`src/rtl/spi_rx_trig_if.sv`:
```
// SPI bus bundle as seen by the passive monitor.
// The master modport drives the bus; the slave modport only observes it.
interface spi_rx_trig_if;
    logic SS_n;
    logic SCLK;
    logic MOSI;

    modport master (output SS_n, output SCLK, output MOSI);
    modport slave  (input  SS_n, input  SCLK, input  MOSI);
endinterface

```
`src/rtl/spi_rx_trig.sv`:
```
// Passive SPI monitor: it synchronises the bus and assembles frames of programmable length.
// At frame end it reports the word and the per-channel mask/match hits, and raises a trigger pulse.
module spi_rx_trig #(
    parameter  int MAX_BITS = 16,
    parameter  int NUM_CH   = 2,
    localparam int LW       = $clog2(MAX_BITS + 1)
) (
    input  logic                       clk,
    input  logic                       rst_n,
    spi_rx_trig_if.slave               spi,
    input  logic                       edg,
    input  logic                       lsb_first,
    input  logic [LW-1:0]              len,
    input  logic [NUM_CH*MAX_BITS-1:0] mask,
    input  logic [NUM_CH*MAX_BITS-1:0] match,
    output logic [MAX_BITS-1:0]        rx_data,
    output logic                       rx_vld,
    output logic [NUM_CH-1:0]          ch_hit,
    output logic                       SPItrig,
    output logic                       frm_err
);

    localparam logic [LW-1:0] MAX_L = LW'(MAX_BITS);

    typedef enum logic {IDLE, RX} state_t;

    // Stage 0 and 1 resolve metastability; stage 2 is the history used for edge detection.
    logic [2:0] ss_q, sclk_q, mosi_q;

    always_ff @(posedge clk or negedge rst_n) begin
        if (!rst_n) begin
            ss_q   <= 3'b111;
            sclk_q <= 3'b000;
            mosi_q <= 3'b000;
        end else begin
            ss_q   <= {ss_q[1:0], spi.SS_n};
            sclk_q <= {sclk_q[1:0], spi.SCLK};
            mosi_q <= {mosi_q[1:0], spi.MOSI};
        end
    end

    logic ss_low, ss_rise, sclk_rise, sclk_fall, bit_edge, mosi_bit;

    assign ss_low    = ~ss_q[1];
    assign ss_rise   = ss_q[1] & ~ss_q[2];
    assign sclk_rise = sclk_q[1] & ~sclk_q[2];
    assign sclk_fall = ~sclk_q[1] & sclk_q[2];
    assign bit_edge  = edg ? sclk_rise : sclk_fall;
    assign mosi_bit  = mosi_q[2];

    logic [LW-1:0] len_eff;
    assign len_eff = ((len == '0) || (len > MAX_L)) ? MAX_L : len;

    state_t             state_q, state_d;
    logic [MAX_BITS-1:0] word_q, word_d;
    logic [LW-1:0]       cnt_q, cnt_d;
    logic [LW-1:0]       len_q, len_d;
    logic                ovr_q, ovr_d;
    logic                done;

    always_ff @(posedge clk or negedge rst_n) begin
        if (!rst_n) begin
            state_q <= IDLE;
            word_q  <= '0;
            cnt_q   <= '0;
            len_q   <= '0;
            ovr_q   <= 1'b0;
        end else begin
            state_q <= state_d;
            word_q  <= word_d;
            cnt_q   <= cnt_d;
            len_q   <= len_d;
            ovr_q   <= ovr_d;
        end
    end

    always_comb begin
        state_d = state_q;
        word_d  = word_q;
        cnt_d   = cnt_q;
        len_d   = len_q;
        ovr_d   = ovr_q;
        done    = 1'b0;
        case (state_q)
            IDLE: begin
                if (ss_low) begin
                    state_d = RX;
                    word_d  = '0;
                    cnt_d   = '0;
                    len_d   = len_eff;
                    ovr_d   = 1'b0;
                end
            end
            RX: begin
                // A clock edge arriving together with the SS_n rise is deliberately dropped.
                if (ss_rise) begin
                    state_d = IDLE;
                    done    = 1'b1;
                end else if (bit_edge) begin
                    if (cnt_q < len_q) begin
                        cnt_d = cnt_q + LW'(1);
                        if (lsb_first) begin
                            for (int i = 0; i < MAX_BITS; i++) begin
                                if (cnt_q == LW'(i)) begin
                                    word_d[i] = mosi_bit;
                                end
                            end
                        end else begin
                            word_d = {word_q[MAX_BITS-2:0], mosi_bit};
                        end
                    end else begin
                        ovr_d = 1'b1;
                    end
                end
            end
            default: state_d = IDLE;
        endcase
    end

    // Only the bits of the current frame take part in the comparison.
    logic [MAX_BITS-1:0] lenmask;
    logic [NUM_CH-1:0]   hit_d;
    logic                err_d;

    for (genvar gi = 0; gi < MAX_BITS; gi++) begin : g_lenmask
        assign lenmask[gi] = (LW'(gi) < len_q);
    end

    for (genvar gi = 0; gi < NUM_CH; gi++) begin : g_ch
        assign hit_d[gi] = ~|((word_q ^ match[gi*MAX_BITS +: MAX_BITS])
                              & ~mask[gi*MAX_BITS +: MAX_BITS] & lenmask);
    end

    assign err_d = (cnt_q != len_q) | ovr_q;

    logic [MAX_BITS-1:0] rx_data_q;
    logic [NUM_CH-1:0]   ch_hit_q;
    logic                rx_vld_q, trig_q, frm_err_q;

    always_ff @(posedge clk or negedge rst_n) begin
        if (!rst_n) begin
            rx_data_q <= '0;
            ch_hit_q  <= '0;
            rx_vld_q  <= 1'b0;
            trig_q    <= 1'b0;
            frm_err_q <= 1'b0;
        end else begin
            rx_vld_q  <= done;
            frm_err_q <= done & err_d;
            trig_q    <= done & ~err_d & (|hit_d);
            if (done) begin
                rx_data_q <= word_q;
                ch_hit_q  <= hit_d;
            end
        end
    end

    assign rx_data = rx_data_q;
    assign ch_hit  = ch_hit_q;
    assign rx_vld  = rx_vld_q;
    assign SPItrig = trig_q;
    assign frm_err = frm_err_q;

endmodule

```
`src/flat_wrapper.sv`:
```
// flat-port wrapper written by rule: the top's interface ports become plain ports
module spi_rx_trig_flat 
#(
    parameter  int MAX_BITS = 16,
    parameter  int NUM_CH   = 2,
    localparam int LW       = $clog2(MAX_BITS + 1)
)
  (clk, rst_n, edg, lsb_first, len, mask, match, rx_data, rx_vld, ch_hit, SPItrig, frm_err, spi_SS_n, spi_SCLK, spi_MOSI);
  spi_rx_trig_if spi_i ();
  input  logic clk;
  input  logic rst_n;
  input  logic edg;
  input  logic lsb_first;
  input  logic [LW-1:0] len;
  input  logic [NUM_CH*MAX_BITS-1:0] mask;
  input  logic [NUM_CH*MAX_BITS-1:0] match;
  output logic [MAX_BITS-1:0] rx_data;
  output logic rx_vld;
  output logic [NUM_CH-1:0] ch_hit;
  output logic SPItrig;
  output logic frm_err;
  input wire logic [$bits(spi_i.SS_n)-1:0] spi_SS_n;
  input wire logic [$bits(spi_i.SCLK)-1:0] spi_SCLK;
  input wire logic [$bits(spi_i.MOSI)-1:0] spi_MOSI;
  assign spi_i.SS_n = spi_SS_n;
  assign spi_i.SCLK = spi_SCLK;
  assign spi_i.MOSI = spi_MOSI;
  spi_rx_trig #(.MAX_BITS(MAX_BITS), .NUM_CH(NUM_CH)) u_core (.clk(clk), .rst_n(rst_n), .spi(spi_i), .edg(edg), .lsb_first(lsb_first), .len(len), .mask(mask), .match(match), .rx_data(rx_data), .rx_vld(rx_vld), .ch_hit(ch_hit), .SPItrig(SPItrig), .frm_err(frm_err));
endmodule
```
`config.mk`:
```
export PLATFORM = sky130hd
export DESIGN_NAME = spi_rx_trig_flat
export DESIGN_NICKNAME = d
export VERILOG_FILES = /design/src/rtl/spi_rx_trig_if.sv /design/src/rtl/spi_rx_trig.sv /design/src/flat_wrapper.sv
export SDC_FILE = /design/constraint.sdc
export NUM_CORES = 1
export LEC_CHECK = 0
export BUFFER_PORTS_ARGS = -buffer_cell sky130_fd_sc_hd__buf_4
export CAP_MARGIN = 40
export CORE_ASPECT_RATIO = 0.6
export CORE_UTILIZATION = 48
export CTS_CLUSTER_DIAMETER = 150
export CTS_CLUSTER_SIZE = 30
export DETAILED_ROUTE_END_ITERATION = 7
export GPL_TIMING_DRIVEN = 0
export PLACE_DENSITY_LB_ADDON = 0.25
export SYNTH_ARGS = -nofsm -noshare
export SYNTH_HDL_FRONTEND = slang
export SYNTH_SLANG_ARGS = --single-unit
```
`constraint.sdc`:
```
create_clock -name clk -period 2.3 [get_ports clk]
set_input_delay 0.46 -clock clk [delete_from_list [all_inputs] [get_ports clk]]
set_output_delay 0.46 -clock clk [all_outputs]
set_load 0.005 [all_outputs]
```
Word level (Yosys, flattened, before mapping) --
Cells that the tools add are included.
Storage, ports and cells: word-level logic and storage cells 171, flip-flop bits (word level) 58, output and inout port bits 21
Cells by class: reduce and logical (&&, ||, !) cells 27, mux-type cells 39, add/sub/neg operators 1, equal/unequal tests 37, bitwise operators 21, magnitude comparators 18
Operator list (count):
- $mux 16 | 5
- $reduce_and 5->1 | 16
- $and 16x16->16 | 4
- $ne 3x3->1 const B | 16
- $eq 5x4->1 const B | 8
- $lt 4x5->1 const A | 8
- $not 16->16 | 2
- $pmux 16 s2 | 1
- $reduce_or 16->1 | 2
- $xor 16x16->16 | 2
- $mux 1 | 25
- $mux 5 | 5
- $eq 5x3->1 const B | 4
- $lt 3x5->1 const A | 4
- $eq 5x2->1 const B | 2
- $logic_not 5->1 | 2
- $lt 1x5->1 const A | 2
- $lt 2x5->1 const A | 2
- $pmux 5 s2 | 1
- $ne 2x2->1 const B | 4
- $reduce_and 4->1 | 2
- $and 1x1->1 | 6
- $not 1->1 | 6
- $add 5x1->5 const B | 1
- other kinds (11) | 13

Longest topological paths before layout --
Gate-level depths: netlist of run 1.
depth after elaboration 7, depth in mapped cells 11

Least setup slack after synthesis of run 1 --
Ideal clock, no wire load.
kind register to register, from register u_core.len_q[2], to register u_core.word_q[14], arrival 2.288 ns, library setup time 0.121 ns, required time 2.179 ns, path buffers 3, slack -0.109 ns, stages on the path, launching flop included 12, cells stage by stage dfrtp_1 buf_2 buf_2 inv_2 ha_1 o21ai_0 a21oi_1 o21ai_2 clkbuf_1 nand2_1 mux2_1 a22o_1
On the way: longest elaborated chain between the ends 3
RTL lines:
- start: declaration | RTL line spi_rx_trig.sv:57 | logic [LW-1:0] len_q, len_d;
- start signal: assignment | RTL line spi_rx_trig.sv:72 | len_q <= len_d;
- $lt 5x5->1 | RTL line spi_rx_trig.sv:100 | if (cnt_q < len_q) begin
- $ne 2x2->1 (no line)
- $reduce_and 5->1 (no line)
- end signal: assignment | RTL line spi_rx_trig.sv:70 | word_q <= word_d;
- end: declaration | RTL line spi_rx_trig.sv:55 | logic [MAX_BITS-1:0] word_q, word_d;
Every way passes these cells. A chain may end at the register's enable or synchronous reset.

Worst setup path after layout of run 1 --
from register u_core.len_q[1], to register u_core.word_q[12]
The elaborated chain is that of the path after synthesis.

==> impl_metrics.py, run 1 <==
metrics = {
    "outcome": {
        "outcome": "finished clean",
    },
    "setup_path": {
        "cp-end-kind": "register",
        "slowest_delay_ns": 0.40,
        "r2r_slack_ns": 0.08,
        "arrival_ns": 2.44,
        "r2r_end": "u_core.word_q[12]",
        "crit_buf_inv": 3,
        "slowest_stage": "dfrtp_1",
        "cp.required_ns": 2.52,
        "r2r-start": "u_core.len_q[1]",
        "critical_path_class": "reg -> reg",
        "cp_max_fo": 7,
        "crit_start": "u_core.len_q[1]",
        "crit_end": "u_core.word_q[12]",
        "reg2regPathDepth": 10,
        "start_kind": "register",
        "path_cells": "buf_6 -> inv_2 -> ha_4 -> nand2b_1 -> a21oi_1 -> o21ai_4 -> buf_8 -> nand2_1 -> mux2_1 -> a22o_1",
        "path_delay_family": "compound AO/OA/AOI/OAI gates",
        "cp.depth": 10,
    },
    "sta": {
        "finClkSkew_ns": 0.006054,
        "finalWorstPathRequiredPeriod_ns": 2.224,
        "fin_crit_sh_pct": 96.72,
        "slew_headroom_pct": 51.62,
        "hold_viol_final": 0,
        "maxSlewViolCount": 0,
        "fmax_mhz": 449.5,
        "finalSetupViolations": 0,
        "worst_slew_pin_slew_ns": 0.7256,
    },
    "synth": {
        "yosys-top-cells-area": "dfrtp_1, nand2_1, xnor2_1",
        "synth_area_um2": 3741,
        "synth_seq_cells": 58,
        "synth_cell_types": 60,
        "synth.most_common_cell": "nand2_1",
        "yosys_warnings": 0,
        "synth_ff_type": "dfrtp_1",
        "async_flop_share_pct": 100.0,
        "synth_top_cells_by_count": "nand2_1, dfrtp_1, a21oi_1",
        "yosys.area.top_type_share_pct": 36.79,
        "synthCells": 432,
        "synth_nets": 519,
        "synth_seq_area_share_pct": 38.90,
        "yosysTopAreaCell": "dfrtp_1",
        "postSynthAreaPerCell_um2": 8.660,
        "synth_edf_count": 0,
    },
    "worst_hold_path": {
        "hold_path.class": "in -> async",
    },
    "detailed_routing": {
        "drt_iter0_drc": 368,
        "drt_pass1_iterations": 5,
        "viasPerCell": 5.777,
        "final_antenna_net_count": 0,
        "routed_wl_um": 11470,
        "vias": 3778,
        "wl_per_cell_um": 17.54,
        "drc": 0,
    },
    "layout": {
        "antennaDiodeCount": 0,
        "syn_to_final_growth_pct": 34.78,
        "final_core_util_pct": 68.26,
        "layout.nets": 632,
        "drive_gt1_share_pct": 28.55,
        "nFillCells": 609,
        "stdcell_area_um2": 5042,
    },
    "clock_tree": {
        "cts_buffer_depth": 2,
        "root_buffer": "clkbuf_16",
        "cts.clk_slew.worst_paths_ns": 0.05,
        "ctsHtreeMaxLevel": 3,
        "tritoncts": "built",
        "cts_sinks": 58,
        "clk_latency_ns": 0.33,
        "cts-buffers-inserted": 9,
    },
    "grt": {
        "antenna_found_initial": 0,
        "grt_pass1_wl_um": 17830,
        "grt_overflow": 0,
        "grt_pass1_vias": 3521,
        "grt_start_max_net_pins": 59,
        "track_usage_pct": 29.50,
    },
    "job": {
        "maxCapViolations": 0,
    },
    "die": {
        "io_pins": 97,
        "dieArea_um2": 8163,
        "start_util_pct": 50.64,
        "core_um2": 7387,
        "rows": 24,
        "die_w_um": 116.0,
        "die_h_um": 70.39,
    },
    "pwr": {
        "p_per_area_nw_per_um2": 1118,
        "p_leak_nw": 2.319,
        "ir_drop_mv": 0.4903,
    },
    "place": {
        "gp_congestion": 0.9900,
        "dpl_cell_area_um2": 4611,
        "hpwl_um": 8491,
        "numPortBuffers": 96,
    },
}
==> layer usage <==
metal | vias up | track usage [%] | wire, um
met1 | 1769 | 39.26 | 4923
met5 | - | 0 | 0
met3 | 37 | 11.37 | 1331
li1 | 1744 | - | -
met2 | 228 | 44.31 | 4922
met4 | 0 | 8.689 | 296
==> worst register-to-register path, stage by stage, from the launching register on <==
cell and delay, ns:
dfrtp_1 0.40, buf_6 0.14, inv_2 0.12, ha_4 0.22
nand2b_1 0.07, a21oi_1 0.10, o21ai_4 0.31, buf_8 0.15
nand2_1 0.08, mux2_1 0.34, a22o_1 0.18
==> per-stage QoR <==
stage | hold WS [ns] | setup slack [ns] | cells | TNS (ns) | power [mW]
6_report | 0.1957 | 0.07552 | 654 | 0 | 5.638
5_1_grt | 0.2273 | -0.004180 | 654 | -0.004180 | 5.965
4_1_cts | 0.2304 | 0.02948 | 648 | 0 | 5.520
3_5_place_dp | 0.3379 | -0.2761 | 632 | -3.098 | 4.015
3_3_place_gp | 0.3360 | -0.2244 | 632 | -2.588 | 3.939
2_1_floorplan | 0.1644 | 0.02563 | 432 | 0 | 3.174
==> logic make-up after synthesis <==
kind of cell / count (synthesis) / share of synthesized area [%]
AO/OA/AOI/OAI: 101 / 18.30
XOR/XNOR: 32 / 7.492
adder cells (fa/ha/maj): 11 / 3.679
buffers and inverters: 39 / 4.381
flip-flops: 58 / 38.90
multiplexers: 17 / 5.017
AND/OR/NAND/NOR: 174 / 22.24
==> where the power goes <==
part | internal (mW) | switching [mW]
registers | 1.35 | 0.510
logic | 1.22 | 1.13
clock network | 0.968 | 0.455
total | 3.54 | 2.09
==> worst min-delay path by stage <==
stage	endpoint	slack, ns	cells after the start
6_report	u_core.sclk_q[2]	0.20	1
5_1_grt	u_core.mosi_q[0]	0.23	1
4_1_cts	u_core.cnt_q[4]	0.23	1
3_5_place_dp	u_core.mosi_q[1]	0.34	0
2_1_floorplan	u_core.SPItrig	0.16	0
3_3_place_gp	u_core.mosi_q[1]	0.34	0
==> area by class of cell <==
cell class	count	area, um^2	area share [%]
Clock inverter	6	80.08	1.588
Clock buffer	10	239.0	4.739
Buffer	24	143.9	2.854
Inverter	13	51.30	1.017
Multi-Input combinational cell	335	2153	42.70
Tap cell	104	130.1	2.581
Sequential cell	58	1456	28.88
Timing Repair Buffer	104	788.3	15.63
==> state kept, by name (all words and copies together) (netlist names), 2 cells and up <==
| signal | cells |
|---|---|
| u_core.rx_data | 16 |
| u_core.word_q | 16 |
| u_core.cnt_q | 5 |
| u_core.len_q | 5 |
| u_core.mosi_q | 3 |
| u_core.sclk_q | 3 |
| u_core.ss_q | 3 |
| u_core.ch_hit | 2 |
==> placed cells by master (no fill, tap or decap), drive strengths merged, types with 2 or more instances in the layout <==
| master | synthesis | routed |
|---|---|---|
| o21ai | 14 | 14 |
| and3 | 2 | 2 |
| nand3 | 9 | 9 |
| xnor2 | 31 | 31 |
| bufinv | 0 | 2 |
| or4 | 5 | 5 |
| a21oi | 41 | 41 |
| o31ai | 4 | 4 |
| o32ai | 3 | 3 |
| nor3 | 12 | 12 |
| a211oi | 5 | 5 |
| nand3b | 4 | 4 |
| clkbuf | 15 | 23 |
| inv | 12 | 12 |
| a211o | 2 | 2 |
| mux2i | 3 | 3 |
| nand2b | 18 | 18 |
| nor2b | 6 | 6 |
| and2 | 2 | 2 |
| nand2 | 91 | 91 |
| or2 | 2 | 2 |
| dfrtp | 55 | 55 |
| nor2 | 14 | 14 |
| nor4 | 5 | 5 |
| clkinv | 1 | 5 |
| dfstp | 3 | 3 |
| o22ai | 3 | 3 |
| mux2 | 14 | 14 |
| ha | 11 | 11 |
| a22o | 15 | 15 |
| buf | 11 | 115 |
==> timing repair <==
action / 4_1_cts / 5_1_grt
setup endpoints to repair: 20 / 21
buffers inserted: 1 / 6
pin swaps: 1 / 1
hold buffers: 0 / 0
cloned: 1 / 0
gates resized for setup: 6 / 15
(Power assumes the default switching activity.)
==> run 2: changes to the inputs <==
--- a/config.mk
+++ b/config.mk
@@ -7,8 +7,10 @@
 export LEC_CHECK = 0
 export BUFFER_PORTS_ARGS = -buffer_cell sky130_fd_sc_hd__buf_4
 export CAP_MARGIN = 40
-export CORE_ASPECT_RATIO = 0.6
-export CORE_UTILIZATION = 48
+export CELL_PAD_IN_SITES_DETAIL_PLACEMENT = 1
+export CELL_PAD_IN_SITES_GLOBAL_PLACEMENT = 1
+export CORE_ASPECT_RATIO = 1.75
+export CORE_UTILIZATION = 36
 export CTS_CLUSTER_DIAMETER = 150
 export CTS_CLUSTER_SIZE = 30
 export DETAILED_ROUTE_END_ITERATION = 7
==> run 2 against run 1 <==
Net effect: largest cell class unchanged; highest routed layer unchanged; critical path type unchanged; first-iteration DRC count fell by 71%; clock power fell by 8%; critical endpoint is now u_core.word_q[4]; combinational power rose by 6%; maximum frequency fell by 1.1%; die area rose by 33%; setup slack got worse by 0.025 ns; via count fell by 2.2%.
==> impl_metrics.py, run 2 (synthesis results as in run 1) <==
metrics = {
    "setup_path": {
        "reg2regPathDepth": 11,
        "critical_path_class": "reg -> reg",
        "r2r_slack_ns": 0.05,
        "arrival_ns": 2.47,
        "cp-end-kind": "register",
        "cp_max_fo": 7,
        "r2r_end": "u_core.word_q[4]",
        "r2r-start": "u_core.len_q[2]",
        "start_kind": "register",
        "cp.required_ns": 2.52,
    },
    "detailed_routing": {
        "routed_wl_um": 13750,
        "drt_pass1_iterations": 4,
        "viasPerCell": 5.451,
        "drt_iter0_drc": 106,
        "vias": 3696,
        "final_antenna_net_count": 0,
        "wl_per_cell_um": 20.28,
        "drc": 0,
    },
    "die": {
        "io_pins": 97,
        "core_um2": 9970,
        "die_h_um": 136.9,
        "start_util_pct": 37.53,
        "rows": 48,
        "die_w_um": 79.06,
        "dieArea_um2": 10820,
    },
    "layout": {
        "final_cell_mix": "buf_4, nand2_1, dfrtp_1",
        "layout.nets": 636,
        "layout_commonest_cell": "buf_4",
        "syn_to_final_growth_pct": 37.16,
        "drive_gt1_share_pct": 30.38,
        "antennaDiodeCount": 0,
        "stdcell_area_um2": 5131,
    },
    "sta": {
        "fin_crit_sh_pct": 97.79,
        "finalSetupViolations": 0,
        "slew_headroom_pct": 49.08,
        "maxSlewViolCount": 0,
        "worst_hold_slack_ns": 0.1859,
        "hold_viol_final": 0,
        "worst_slew_pin_slew_ns": 0.7638,
        "fin_ws_ns": 0.05082,
        "finClkSkew_ns": 0.008534,
        "finalWorstPathRequiredPeriod_ns": 2.249,
        "fmax_mhz": 444.6,
        "fin_tns_setup_ns": 0,
    },
    "clock_tree": {
        "clk_latency_ns": 0.34,
        "ctsHtreeMaxLevel": 3,
        "cts-buffers-inserted": 9,
        "root_buffer": "clkbuf_16",
        "cts_buffer_depth": 2,
        "cts_sinks": 58,
        "cts.clk_slew.worst_paths_ns": 0.05,
        "hold_buffers": 0,
        "tritoncts": "built",
    },
    "outcome": {
        "outcome": "finished clean",
    },
    "grt": {
        "track_usage_pct": 26.80,
        "grt_pass1_wl_um": 20960,
        "grt_pass1_vias": 4014,
        "grt_start_max_net_pins": 59,
        "antenna_found_initial": 0,
        "grt_overflow": 0,
    },
    "place": {
        "pre_cts_ws_ns": -0.3320,
        "numPortBuffers": 96,
        "dpl_cell_area_um2": 4637,
        "gp_congestion": 0.9004,
        "hpwl_um": 10450,
    },
    "worst_hold_path": {
        "hold_path.class": "in -> async",
    },
    "job": {
        "maxCapViolations": 0,
    },
    "pwr": {
        "ir_drop_mv": 0.4697,
        "p_per_area_nw_per_um2": 1112,
        "finalPower_mw": 5.707,
        "p_leak_nw": 2.330,
    },
}
==> run 2: cell count changes in the layout (fill, tap and decap cells not counted), sizes merged <==
cell      change
inv           -2
buf           +4
clkinvlp      +1
clkinv        -1
bufinv        -1
clkbuf        +2
==> run 2: worst max-delay path by stage <==
| stage | end | startpoint | slack (ns) | depth (start not counted) |
|---|---|---|---|---|
| after floorplan | u_core.word_q[14] | u_core.len_q[2] | 0.03 | 11 |
| after global placement | u_core.word_q[11] | u_core.len_q[2] | -0.30 | 11 |
| after detailed placement | u_core.word_q[11] | u_core.len_q[2] | -0.33 | 11 |
| after CTS | u_core.word_q[11] | u_core.len_q[2] | 0.001 | 11 |
| after global routing | u_core.cnt_q[2] | u_core.len_q[2] | -0.03 | 10 |
| final | u_core.word_q[4] | u_core.len_q[2] | 0.05 | 11 |
==> run 2: what timing repair did <==
item,4_1_cts,5_1_grt
setup endpoints to repair,23,23
pin swaps,1,5
cloned,1,0
resized for setup,16,20
buffers inserted,2,8
==> run 2: cell type report <==
type / instances / area, um^2
well taps: 125 / 156.4
flip-flops and latches: 58 / 1456
fillers: 1206 / 4838
multi-input cells: 335 / 2200
inverters: 13 / 65.06
plain buffers: 25 / 156.4
clock buffers: 12 / 246.5
clock inverters: 3 / 40.04
repair buffers: 107 / 810.8
==> run 2: where the power goes <==
| part | internal (mW) | leakage, nW | total (mW) | switching (mW) |
|---|---|---|---|---|
| clock network | 0.857 | 0.142 | 1.31 | 0.457 |
| logic | 1.28 | 1.47 | 2.49 | 1.21 |
| registers | 1.35 | 0.713 | 1.90 | 0.547 |
==> run 2: routing by layer <==
metal	track usage, %	share of wire, %	up-vias	wire (um)
met1	26.20	35	1803	4834
met5	0	0	-	0
met3	4.533	4.2	33	579
li1	-	-	1743	-
met4	16.67	4.9	0	671
met2	50.86	56	117	7666
==> run 2: metrics by stage <==
stage,util (%),instances
after floorplan,-,432
after detailed placement,46.51,653
after global routing,51.47,678
final,51.47,678
after global placement,46.51,653
after CTS,50.20,671
==> run 2: worst max-delay path: stages, from the launching register on <==
cell      delay [ns]
dfrtp_1         0.33
buf_6           0.12
buf_12          0.13
clkinv_8        0.07
ha_4            0.25
o21ai_4         0.14
a21oi_2         0.06
o21ai_4         0.30
buf_4           0.21
nand2_1         0.06
mux2_2          0.27
a22o_1          0.18
